$ cat src/rtl/pixel_uart_tx.sv
`default_nettype none
// ============================================================================
// Module  : pixel_uart_tx
// Brief   : Drains RGB pixels from a req/ack frame buffer port and sends each
//           one as three 8N1 UART bytes (R, G, B) on a single TX line.
// Rev     : 1.0
// ============================================================================
module pixel_uart_tx #(
    parameter int CLKS_PER_BIT = 868,
    parameter int NUM_PIXELS   = 16384
) (
    input  logic        clk,
    input  logic        xrst,
    input  logic        start,
    input  logic [23:0] pixel_in,
    output logic        snd_req,
    input  logic        snd_ack,
    output logic        uart_txd,
    output logic        busy,
    output logic        frame_done
);

    localparam int c_BAUD_W = (CLKS_PER_BIT > 1) ? $clog2(CLKS_PER_BIT) : 1;
    localparam int c_PIX_W  = (NUM_PIXELS > 1) ? $clog2(NUM_PIXELS) : 1;
    localparam logic [c_BAUD_W-1:0] c_BAUD_LAST = c_BAUD_W'(CLKS_PER_BIT - 1);
    localparam logic [c_PIX_W-1:0]  c_PIX_LAST  = c_PIX_W'(NUM_PIXELS - 1);

    typedef enum logic [2:0] {
        S_IDLE  = 3'd0,
        S_REQ   = 3'd1,
        S_START = 3'd2,
        S_DATA  = 3'd3,
        S_STOP  = 3'd4
    } state_t;

    state_t                r_state;
    logic [23:0]           r_shreg;
    logic [1:0]            r_byte_idx;
    logic [2:0]            r_bit_idx;
    logic [c_BAUD_W-1:0]   r_baud;
    logic [c_PIX_W-1:0]    r_pix_cnt;
    logic                  r_snd_req;
    logic                  r_txd;
    logic                  r_busy;
    logic                  r_done;

    logic                  w_bit_end;
    logic [7:0]            w_cur_byte;

    // The byte on the wire is always the top byte; the register shifts left per byte.
    assign w_cur_byte = r_shreg[23:16];
    assign w_bit_end  = (r_baud == c_BAUD_LAST);

    always_ff @(posedge clk or negedge xrst) begin
        if (!xrst) begin
            r_state    <= S_IDLE;
            r_shreg    <= '0;
            r_byte_idx <= '0;
            r_bit_idx  <= '0;
            r_baud     <= '0;
            r_pix_cnt  <= '0;
            r_snd_req  <= 1'b0;
            r_txd      <= 1'b1;
            r_busy     <= 1'b0;
            r_done     <= 1'b0;
        end else begin
            r_done <= 1'b0;
            case (r_state)
                S_IDLE: begin
                    // A start coinciding with the frame_done pulse is deliberately dropped.
                    if (start && !r_done) begin
                        r_busy    <= 1'b1;
                        r_snd_req <= 1'b1;
                        r_pix_cnt <= '0;
                        r_state   <= S_REQ;
                    end
                end
                S_REQ: begin
                    if (snd_ack) begin
                        r_shreg    <= pixel_in;
                        r_byte_idx <= '0;
                        r_snd_req  <= 1'b0;
                        r_txd      <= 1'b0;
                        r_baud     <= '0;
                        r_state    <= S_START;
                    end
                end
                S_START: begin
                    if (w_bit_end) begin
                        r_baud    <= '0;
                        r_bit_idx <= '0;
                        r_txd     <= w_cur_byte[0];
                        r_state   <= S_DATA;
                    end else begin
                        r_baud <= r_baud + 1'b1;
                    end
                end
                S_DATA: begin
                    if (w_bit_end) begin
                        r_baud <= '0;
                        if (r_bit_idx == 3'd7) begin
                            r_txd   <= 1'b1;
                            r_state <= S_STOP;
                        end else begin
                            r_bit_idx <= r_bit_idx + 3'd1;
                            r_txd     <= w_cur_byte[r_bit_idx + 3'd1];
                        end
                    end else begin
                        r_baud <= r_baud + 1'b1;
                    end
                end
                S_STOP: begin
                    if (w_bit_end) begin
                        r_baud <= '0;
                        if (r_byte_idx != 2'd2) begin
                            r_byte_idx <= r_byte_idx + 2'd1;
                            r_shreg    <= {r_shreg[15:0], 8'h00};
                            r_txd      <= 1'b0;
                            r_state    <= S_START;
                        end else if (r_pix_cnt != c_PIX_LAST) begin
                            r_pix_cnt <= r_pix_cnt + 1'b1;
                            r_snd_req <= 1'b1;
                            r_state   <= S_REQ;
                        end else begin
                            r_done  <= 1'b1;
                            r_busy  <= 1'b0;
                            r_state <= S_IDLE;
                        end
                    end else begin
                        r_baud <= r_baud + 1'b1;
                    end
                end
                default: r_state <= S_IDLE;
            endcase
        end
    end

    assign snd_req    = r_snd_req;
    assign uart_txd   = r_txd;
    assign busy       = r_busy;
    assign frame_done = r_done;

endmodule
`default_nettype wire

$ cat config.mk
export PLATFORM = sky130hd
export DESIGN_NAME = pixel_uart_tx
export DESIGN_NICKNAME = d
export VERILOG_FILES = /design/src/rtl/pixel_uart_tx.sv
export SDC_FILE = /design/constraint.sdc
export NUM_CORES = 1
export LEC_CHECK = 0
export CAP_MARGIN = 20
export CORE_ASPECT_RATIO = 0.9
export CORE_MARGIN = 2
export CORE_UTILIZATION = 40
export DETAILED_ROUTE_END_ITERATION = 16
export DONT_BUFFER_PORTS = 1
export PLACE_DENSITY = 0.65
export SETUP_SLACK_MARGIN = 0.2
export SLEW_MARGIN = 20
export SYNTH_ARGS = -nofsm -noshare
export SYNTH_HDL_FRONTEND = slang
export SYNTH_SLANG_ARGS = --single-unit
$ cat constraint.sdc
create_clock -name clk -period 2.6 [get_ports clk]
set_input_delay 0.13 -clock clk [delete_from_list [all_inputs] [get_ports clk]]
set_output_delay 0.13 -clock clk [all_outputs]
set_load 0.05 [all_outputs]
* Word level (Yosys, flattened, before mapping)
Cells that the tools add are included.
W data, S select, Z words.
** Storage, ports and cells
- Output and inout bits :: 4
- Register bits after elaboration :: 60
- Logic and storage cells :: 103
** Operators by class
- Mux-type cells :: 51
- Reduce and logical (&&, ||, !) cells :: 18
- Equality and inequality tests :: 19
- $add $sub $neg :: 4
- Magnitude comparators :: 1
** Operator list (count)
- $mux W24 :: 3
- $mux W14 :: 4
- $pmux W24 S2 :: 1
- $pmux W14 S2 :: 1
- $mux W3 :: 9
- $ne A2 B2 Y1 const B :: 12
- $mux W10 :: 2
- $pmux W10 S2 :: 1
- $mux W1 :: 19
- $reduce_and A6 Y1 :: 3
- $pmux W3 S5 :: 1
- $add A14 B1 Y14 const B :: 1
- $ne A14 B14 Y1 const B :: 1
- $add A10 B1 Y10 const B :: 1
- $eq A10 B10 Y1 const B :: 1
- $reduce_and A5 Y1 :: 2
- $mux W2 :: 4
- $reduce_and A4 Y1 :: 2
- $reduce_bool A2 Y1 :: 4
- $eq A3 B2 Y1 const B :: 2
- $eq A3 B3 Y1 const B :: 2
- $pmux W3 S2 :: 1
- $lt A3 B4 Y1 const B :: 1
- $pmux W1 S4 :: 1
- 14 further kinds :: 14

* Depth between registers and ports, before layout
Gate-level depths: netlist of the first run.
- Word-level depth :: 6
- Gate-level depth with buffers :: 7

* Worst setup path after synthesis of the first run
No wires, ideal clock.
- Kind :: reg2reg
- Start :: register r_done, in the netlist frame_done
- End :: register r_pix_cnt[7]
- Buffers on the path :: 1
- Stages on the path, launching flop included :: 6
- Setup slack :: 0.593 ns
- Period minus slack after synthesis :: 2.007 ns
- Arrival :: 1.877 ns
- Setup time :: 0.130 ns
- Path through :: dfrtp_1 > or3b_1 > a211o_1 > a211oi_4 > buf_6 > a31oi_1
** On the way
- Word-level cells in the longest chain between the ends :: 4
** Ends and longest elaborated chain
- from (decl) :: line 45 : logic r_done;
- from (signal assigned) :: line 65 : r_done <= 1'b0;
- from (signal assigned) :: line 67 : r_done <= 1'b0;
- from (signal assigned) :: line 125 : r_done <= 1'b1;
- $logic_not A1 Y1 :: line 71 : if (start && !r_done) begin
- $logic_and A1 B1 Y1 :: line 71
- $ne A2 B2 Y1 (no source line)
- $reduce_and A5 Y1 (no source line)
- to (signal assigned) :: line 121 : r_pix_cnt <= r_pix_cnt + 1'b1;
- to (decl) :: line 41 : logic [c_PIX_W-1:0] r_pix_cnt;
Every way passes these cells.
A chain may end at the register's enable or synchronous reset.

* Worst setup path in the final report of the first run
- Start :: register r_state[2]
- End :: register r_shreg[12]
** On the way
- Word-level cells in the longest chain between the ends :: 3
- Elaborated cells between the ends (all ways) :: 8
- Those cells by class :: 5 x eq/ne; 1 x mux; 2 x reduce/logical
** Ends and longest elaborated chain
- from (decl) :: line 36 : state_t r_state;
- from (signal assigned) :: line 56 : r_state <= S_IDLE;
- from (signal assigned) :: line 75 : r_state <= S_REQ;
- from (signal assigned) :: line 85 : r_state <= S_START;
- $eq A3 B3 Y1 / $eq A3 B1 Y1 (equally long branches) :: line 68 : case (r_state)
- $ne A2 B2 Y1 (no source line) / $reduce_bool A2 Y1 (equally long branches)
- $reduce_and A4 Y1 (no source line)
- to (signal assigned) :: line 80 : r_shreg <= pixel_in;
- to (signal assigned) :: line 117 : r_shreg <= {r_shreg[15:0], 8'h00};
- to (decl) :: line 37 : logic [23:0] r_shreg;
Parallel ways exist; a longest one is shown, timed or not.

==> flow_metrics.py, run 1 <==
metrics = {
    "status": {
        "outcome": "finished clean",
    },
    "synth": {
        "synth-main-ff-cell": "dfrtp_1",
        "netlist_instances": 335,
        "syn_area_sq_um": 3310,
        "synth_async_sr_flop_share": 1.00,
        "synth_nets": 368,
        "synth.avg_cell_area_sq_um": 9.89,
        "synth-seq-area-share": 0.454,
        "synth_edf_count": 0,
        "synth_cell_types": 56,
        "yosys_warnings": 0,
        "ys_ff_latch": 60,
    },
    "floorplan": {
        "core_sq_um": 8030,
        "io_pins": 32,
        "dieArea_sq_um": 9030,
        "die_width_um": 99.9,
        "start_util": 0.413,
        "rows": 31,
        "die_y_um": 90.3,
    },
    "min_path": {
        "min_path_type": "input port to flop",
    },
    "worst_setup_path": {
        "critPathKind": "flop to flop",
        "ff2ff_setup_slack_ns": 0.45,
        "crit_path_max_fanout": 27,
        "cp_data_arrival_time_ns": 2.38,
        "crit_required_ns": 2.83,
        "setup.worst_path.start": "r_state[2]",
        "cp-endpoint": "r_shreg[12]",
        "r2r-end": "r_shreg[12]",
        "r2r-start": "r_state[2]",
        "endpoint_kind": "flop",
        "rr_worst_depth": 5,
        "crit_path_start_kind": "flop",
    },
    "cells_and_area": {
        "drive_gt1_frac": 0.139,
        "num_antenna_cells": 0,
        "fillerInstances": 746,
        "synthToLayoutAreaGrowth_pct": 12.6,
        "fin_util": 0.465,
        "layout.nets": 374,
    },
    "job": {
        "drv_cap": 0,
    },
    "global_route": {
        "grt_pass1_vias": 2516,
        "grt_pass1_wl_mm": 11.8,
        "grt_max_degree": 61,
        "antenna_found_initial": 0,
        "overflow": 0,
        "grt_usage": 0.162,
    },
    "clock_network": {
        "post_cts_buffers": 0,
        "clock_path_buffers": 2,
        "cts_resized": 0,
        "cts_tree": "built",
        "path_clk_slew_ns": 0.07,
        "cts_buffers": 9,
        "cts_root_buffer": "clkbuf_8",
        "insertion_delay_ns": 0.34,
        "clock_sinks": 60,
        "hold_buffers": 10,
        "htreeDepth": 3,
    },
    "timing": {
        "setup_violations": 0,
        "slew_violations": 0,
        "setup_tns_ns": 0,
        "post-route-min-period_ns": 2.15,
        "tightest_slew_ns": 0.592,
        "max_freq_mhz": 466,
        "timing.final.crit_share": 0.825,
        "relSlewSlack": 0.601,
        "rsz0062_at_grt": "no",
        "finalHoldViolCount": 0,
        "whs_ns": 0.0215,
        "finClkSkew_ns": 0.00807,
    },
    "detailed_routing": {
        "drtIter0Drc": 132,
        "drtPass1Iterations": 4,
        "ant_nets": 0,
        "vias": 2562,
        "vias_per_cell": 5.76,
        "wirelength_mm": 6.77,
        "drc": 0,
        "wl_per_cell_um": 15.2,
    },
    "pwr": {
        "power_uw": 1980,
        "power.density_nw_per_um2": 532,
        "leakagePower_uw": 0.00150,
        "peakVddDrop_uv": 289,
    },
    "placed_design": {
        "io_buffers": 0,
        "gp_congestion": 0.820,
        "dp_hpwl_mm": 4.48,
    },
}
-- cells in the final DEF (no fill, tap or decap), drive strengths merged, types with 4 or more instances in the layout --
| cell type | n |
|---|---|
| a21oi | 11 |
| a31oi | 14 |
| a41oi | 13 |
| and3 | 5 |
| buf | 8 |
| clkbuf | 11 |
| dfrtp | 59 |
| dlygate4sd3 | 9 |
| ha | 5 |
| inv | 14 |
| mux2 | 18 |
| mux2i | 11 |
| nand2 | 57 |
| nand2b | 8 |
| nand3 | 17 |
| nand4 | 6 |
| nor2 | 7 |
| nor3 | 4 |
| nor4 | 4 |
| o21a | 4 |
| o21ai | 17 |
-- worst min path at each step --
stage / from / endpoint / slack (ns) / depth (start not counted)
2_1_floorplan: xrst / busy / -0.17 / 0
3_3_place_gp: xrst / r_pix_cnt[4] / -0.16 / 0
3_5_place_dp: xrst / r_pix_cnt[4] / -0.16 / 0
4_1_cts: pixel_in[23] / r_shreg[23] / 0.006 / 3
5_1_grt: pixel_in[23] / r_shreg[23] / 0.01 / 3
6_report: pixel_in[20] / r_shreg[20] / 0.02 / 3
-- through the flow --
step	cells	setup WS (ns)	instance area (sq um)
finish	445	0.454	3730
global route	445	0.338	3730
CTS	445	0.453	3730
detailed placement	419	0.473	3380
global placement	419	0.534	3380
floorplan	335	0.593	3310
-- logic make-up after synthesis --
group,Yosys count,synth area share
adders and majority gates,5,0.0189
buffers and inverters,36,0.0540
and+or+nand+nor,126,0.198
AOI/OAI and AO/OA,77,0.168
DFF,60,0.454
muxes,31,0.108
-- Yosys cell counts, drive strengths merged (6+ instances only) --
master / n / share of area
mux2: 18 / 0.061
nor2: 7 / 0.0079
a31oi: 14 / 0.026
o21ai: 17 / 0.029
nand3: 17 / 0.031
a41oi: 13 / 0.034
buf: 14 / 0.029
clkbuf: 8 / 0.0091
inv: 14 / 0.016
nand2b: 8 / 0.015
a21oi: 11 / 0.017
mux2i: 11 / 0.033
nand4: 6 / 0.011
dfrtp: 59 / 0.45
nand2: 57 / 0.065
-- state kept, by name, summed over array words and instances, names as in the netlist --
register and count:
r_baud 10, r_state 3, busy 1, snd_req 1, r_bit_idx 3, r_byte_idx 2
uart_txd 1, r_shreg 24, frame_done 1, r_pix_cnt 14
-- layer usage --
layer / routed length [um] / up-vias / global-route usage / part of all wire
li1: - / 1239 / - / -
met2: 2910 / 75 / 0.229 / 0.43
met3: 539 / 9 / 0.0681 / 0.080
met1: 3230 / 1239 / 0.221 / 0.48
met4: 98 / 0 / 0.0594 / 0.014
met5: 0 / - / 0 / 0
-- report_power, final --
part | total, uW | switching, uW | internal (uW)
Sequential | 933 | 0 | 933
Combinational | 49.0 | 28.2 | 20.8
Clock | 1000 | 366 | 634
Total | 1980 | 394 | 1590
-- area by class of cell --
| class | instances | area (sq um) | share of cell area |
|---|---|---|---|
| clock buffers | 11 | 131 | 0.0352 |
| clock inverters | 5 | 100 | 0.0268 |
| inverters | 14 | 52.6 | 0.0141 |
| multi-input cells | 239 | 1640 | 0.439 |
| flip-flops and latches | 60 | 1500 | 0.403 |
| well taps | 99 | 124 | 0.0332 |
| repair buffers | 17 | 183 | 0.0490 |
-- critical path, stage by stage, from the launching register on --
cell and delay, ns:
dfrtp_1 0.60, inv_1 0.16, or4_4 0.52, o21ai_4 0.17, buf_12 0.21, mux2_2 0.36
Note: power is estimated with default switching activity, not from simulation.
==> run 2: changes to the inputs <==
==> constraint.sdc (replaced) <==
create_clock -name clk -period 2.1 [get_ports clk]
set_input_delay 0.105 -clock clk [delete_from_list [all_inputs] [get_ports clk]]
set_output_delay 0.105 -clock clk [all_outputs]
set_load 0.05 [all_outputs]
==> run 2 against run 1 <==
Net effect: worst setup slack got worse by 0.26 ns; via count up 8.9%; highest routed layer unchanged; clock-buffer cell count fell by 2; die area unchanged; design area grew 10%; global-route usage is 0.74 points higher; core utilization increased by 4.7 points.
==> flow_metrics.py, run 2 (same netlist as run 1, synthesis figures left out) <==
metrics = {
    "global_route": {
        "antenna_found_initial": 0,
        "overflow": 0,
        "use_met3": 0.0488,
        "use_met2": 0.261,
        "grt.busiest_layer": "met2",
        "grt_pass1_vias": 2594,
        "grt_usage": 0.169,
        "grt_max_degree": 61,
        "grt_pass1_wl_mm": 12.3,
        "use_met1": 0.229,
    },
    "worst_setup_path": {
        "rr_worst_depth": 6,
        "endpoint_kind": "flop",
        "cp_num_buf_inv": 1,
        "cp_slowest_stage_delay_ns": 0.58,
        "crit_path_start_kind": "flop",
        "r2r-start": "r_pix_cnt[0]",
        "worstPathCellList": "ha_4, nand3_4, or4_4, buf_6, a41oi_1, a31oi_1",
        "critPathKind": "flop to flop",
        "ff2ff_setup_slack_ns": 0.19,
        "critical-path-top-delay-family": "simple AND/OR/NAND/NOR gates",
        "crit_required_ns": 2.31,
        "cp_data_arrival_time_ns": 2.12,
        "crit_path_max_fanout": 15,
        "crit_slowest_cell": "or4_4",
        "r2r-end": "r_pix_cnt[11]",
    },
    "cells_and_area": {
        "largest_reg_flops": 24,
        "fin_util": 0.511,
        "max_flop_register": "r_shreg",
        "layout.nets": 407,
        "mostFrequentLayoutCells": "nand2_1, dfrtp_1, buf_4",
        "drive_gt1_frac": 0.248,
        "synthToLayoutAreaGrowth_pct": 23.9,
        "final_cells": 478,
        "num_antenna_cells": 0,
        "top_regs": "r_shreg x24, r_pix_cnt x14, r_baud x10",
    },
    "detailed_routing": {
        "wirelength_mm": 7.85,
        "ant_nets": 0,
        "wl_per_cell_um": 16.4,
        "vias": 2791,
        "drtPass1Iterations": 5,
        "drc": 0,
        "vias_per_cell": 5.84,
        "drtIter0Drc": 189,
    },
    "timing": {
        "finalHoldViolCount": 0,
        "setup_tns_ns": 0,
        "tightest_slew_ns": 0.700,
        "rsz0062_at_grt": "yes",
        "relSlewSlack": 0.528,
        "finalWorstSetupSlack_ns": 0.190,
        "slew_violations": 0,
        "max_freq_mhz": 523,
        "timing.final.crit_share": 0.910,
        "setup_violations": 0,
        "finClkSkew_ns": 0.0103,
        "post-route-min-period_ns": 1.91,
    },
    "floorplan": {
        "dieArea_sq_um": 9030,
        "io_pins": 32,
        "die_y_um": 90.3,
        "die_width_um": 99.9,
        "rows": 31,
        "start_util": 0.413,
        "core_sq_um": 8030,
    },
    "clock_network": {
        "cts_tree": "built",
        "insertion_delay_ns": 0.35,
        "clock_path_buffers": 2,
        "clock_sinks": 60,
        "cts_buffers": 9,
        "cts_root_buffer": "clkbuf_8",
        "path_clk_slew_ns": 0.07,
        "htreeDepth": 3,
    },
    "placed_design": {
        "pre_cts_slack_ns": 0.119,
        "dp_hpwl_mm": 4.65,
        "dp_cells": 430,
        "gp_congestion": 0.847,
        "io_buffers": 0,
    },
    "status": {
        "outcome": "finished clean",
    },
    "min_path": {
        "min_path_type": "input port to flop",
        "min_from": "pixel_in[8]",
        "whs_path_depth": 3,
        "min_to": "r_shreg[8]",
    },
    "pwr": {
        "leakagePower_uw": 0.00173,
        "power.density_nw_per_um2": 525,
        "peakVddDrop_uv": 369,
    },
    "job": {
        "drv_cap": 0,
    },
}
-- run 2: layout make-up --
cell class / count / area, sq um
fillers: 697 / 3920
repair buffers: 50 / 510
inverters: 14 / 52.6
multi-input cells: 239 / 1740
clock inverters: 7 / 52.6
clock buffers: 9 / 124
well taps: 99 / 124
flip-flops and latches: 60 / 1510
-- run 2: tightest hold or removal path, cell delays in order --
cell and delay [ns]:
nand2_1 0.03, o21ai_0 0.06, mux2_4 0.14
-- run 2: what timing repair did --
action                                  CTS  global route
cloned                                    1             2
endpoints found under the setup margin   32            37
hold endpoints to repair                 74             0
hold buffers                             16             0
pin swaps                                 1             5
gates resized for setup                   9            26
setup buffers                             8             5
-- run 2: worst max-delay path by stage --
stage / slack [ns] / cells after the start / to / start
after floorplan: 0.21 / 6 / r_state[0] / r_pix_cnt[0]
after global routing: 0.13 / 7 / r_shreg[16] / r_baud[0]
after CTS: 0.18 / 7 / r_shreg[8] / r_byte_idx[0]
after detailed placement: 0.12 / 6 / r_pix_cnt[4] / r_pix_cnt[1]
after global placement: 0.16 / 6 / busy / r_pix_cnt[0]
final: 0.19 / 6 / r_pix_cnt[11] / r_pix_cnt[0]
-- run 2: power by group --
part | switching, uW | leakage [uW] | total [uW] | internal, uW
sequential | 0 | 0.000629 | 1150 | 1150
clock | 497 | 0.0000896 | 930 | 433
combinational | 38.9 | 0.00101 | 72.3 | 33.4
total | 536 | 0.00173 | 2160 | 1620
-- run 2: stage by stage --
stage | cell area (sq um) | power, uW | hold slack [ns]
6_report | 4110 | 2160 | 0.0194
5_1_grt | 4110 | 2250 | 0.00783
4_1_cts | 3950 | 2180 | 0.00236
3_5_place_dp | 3470 | 1200 | -0.188
3_3_place_gp | 3470 | 1200 | -0.188
2_1_floorplan | 3320 | 1190 | -0.191
-- run 2: metal layers --
metal  up-vias  wire length, um
li1       1313                -
met1      1370             3620
met2        96             3670
met3        12              437
met4         0              127
met5         -                0
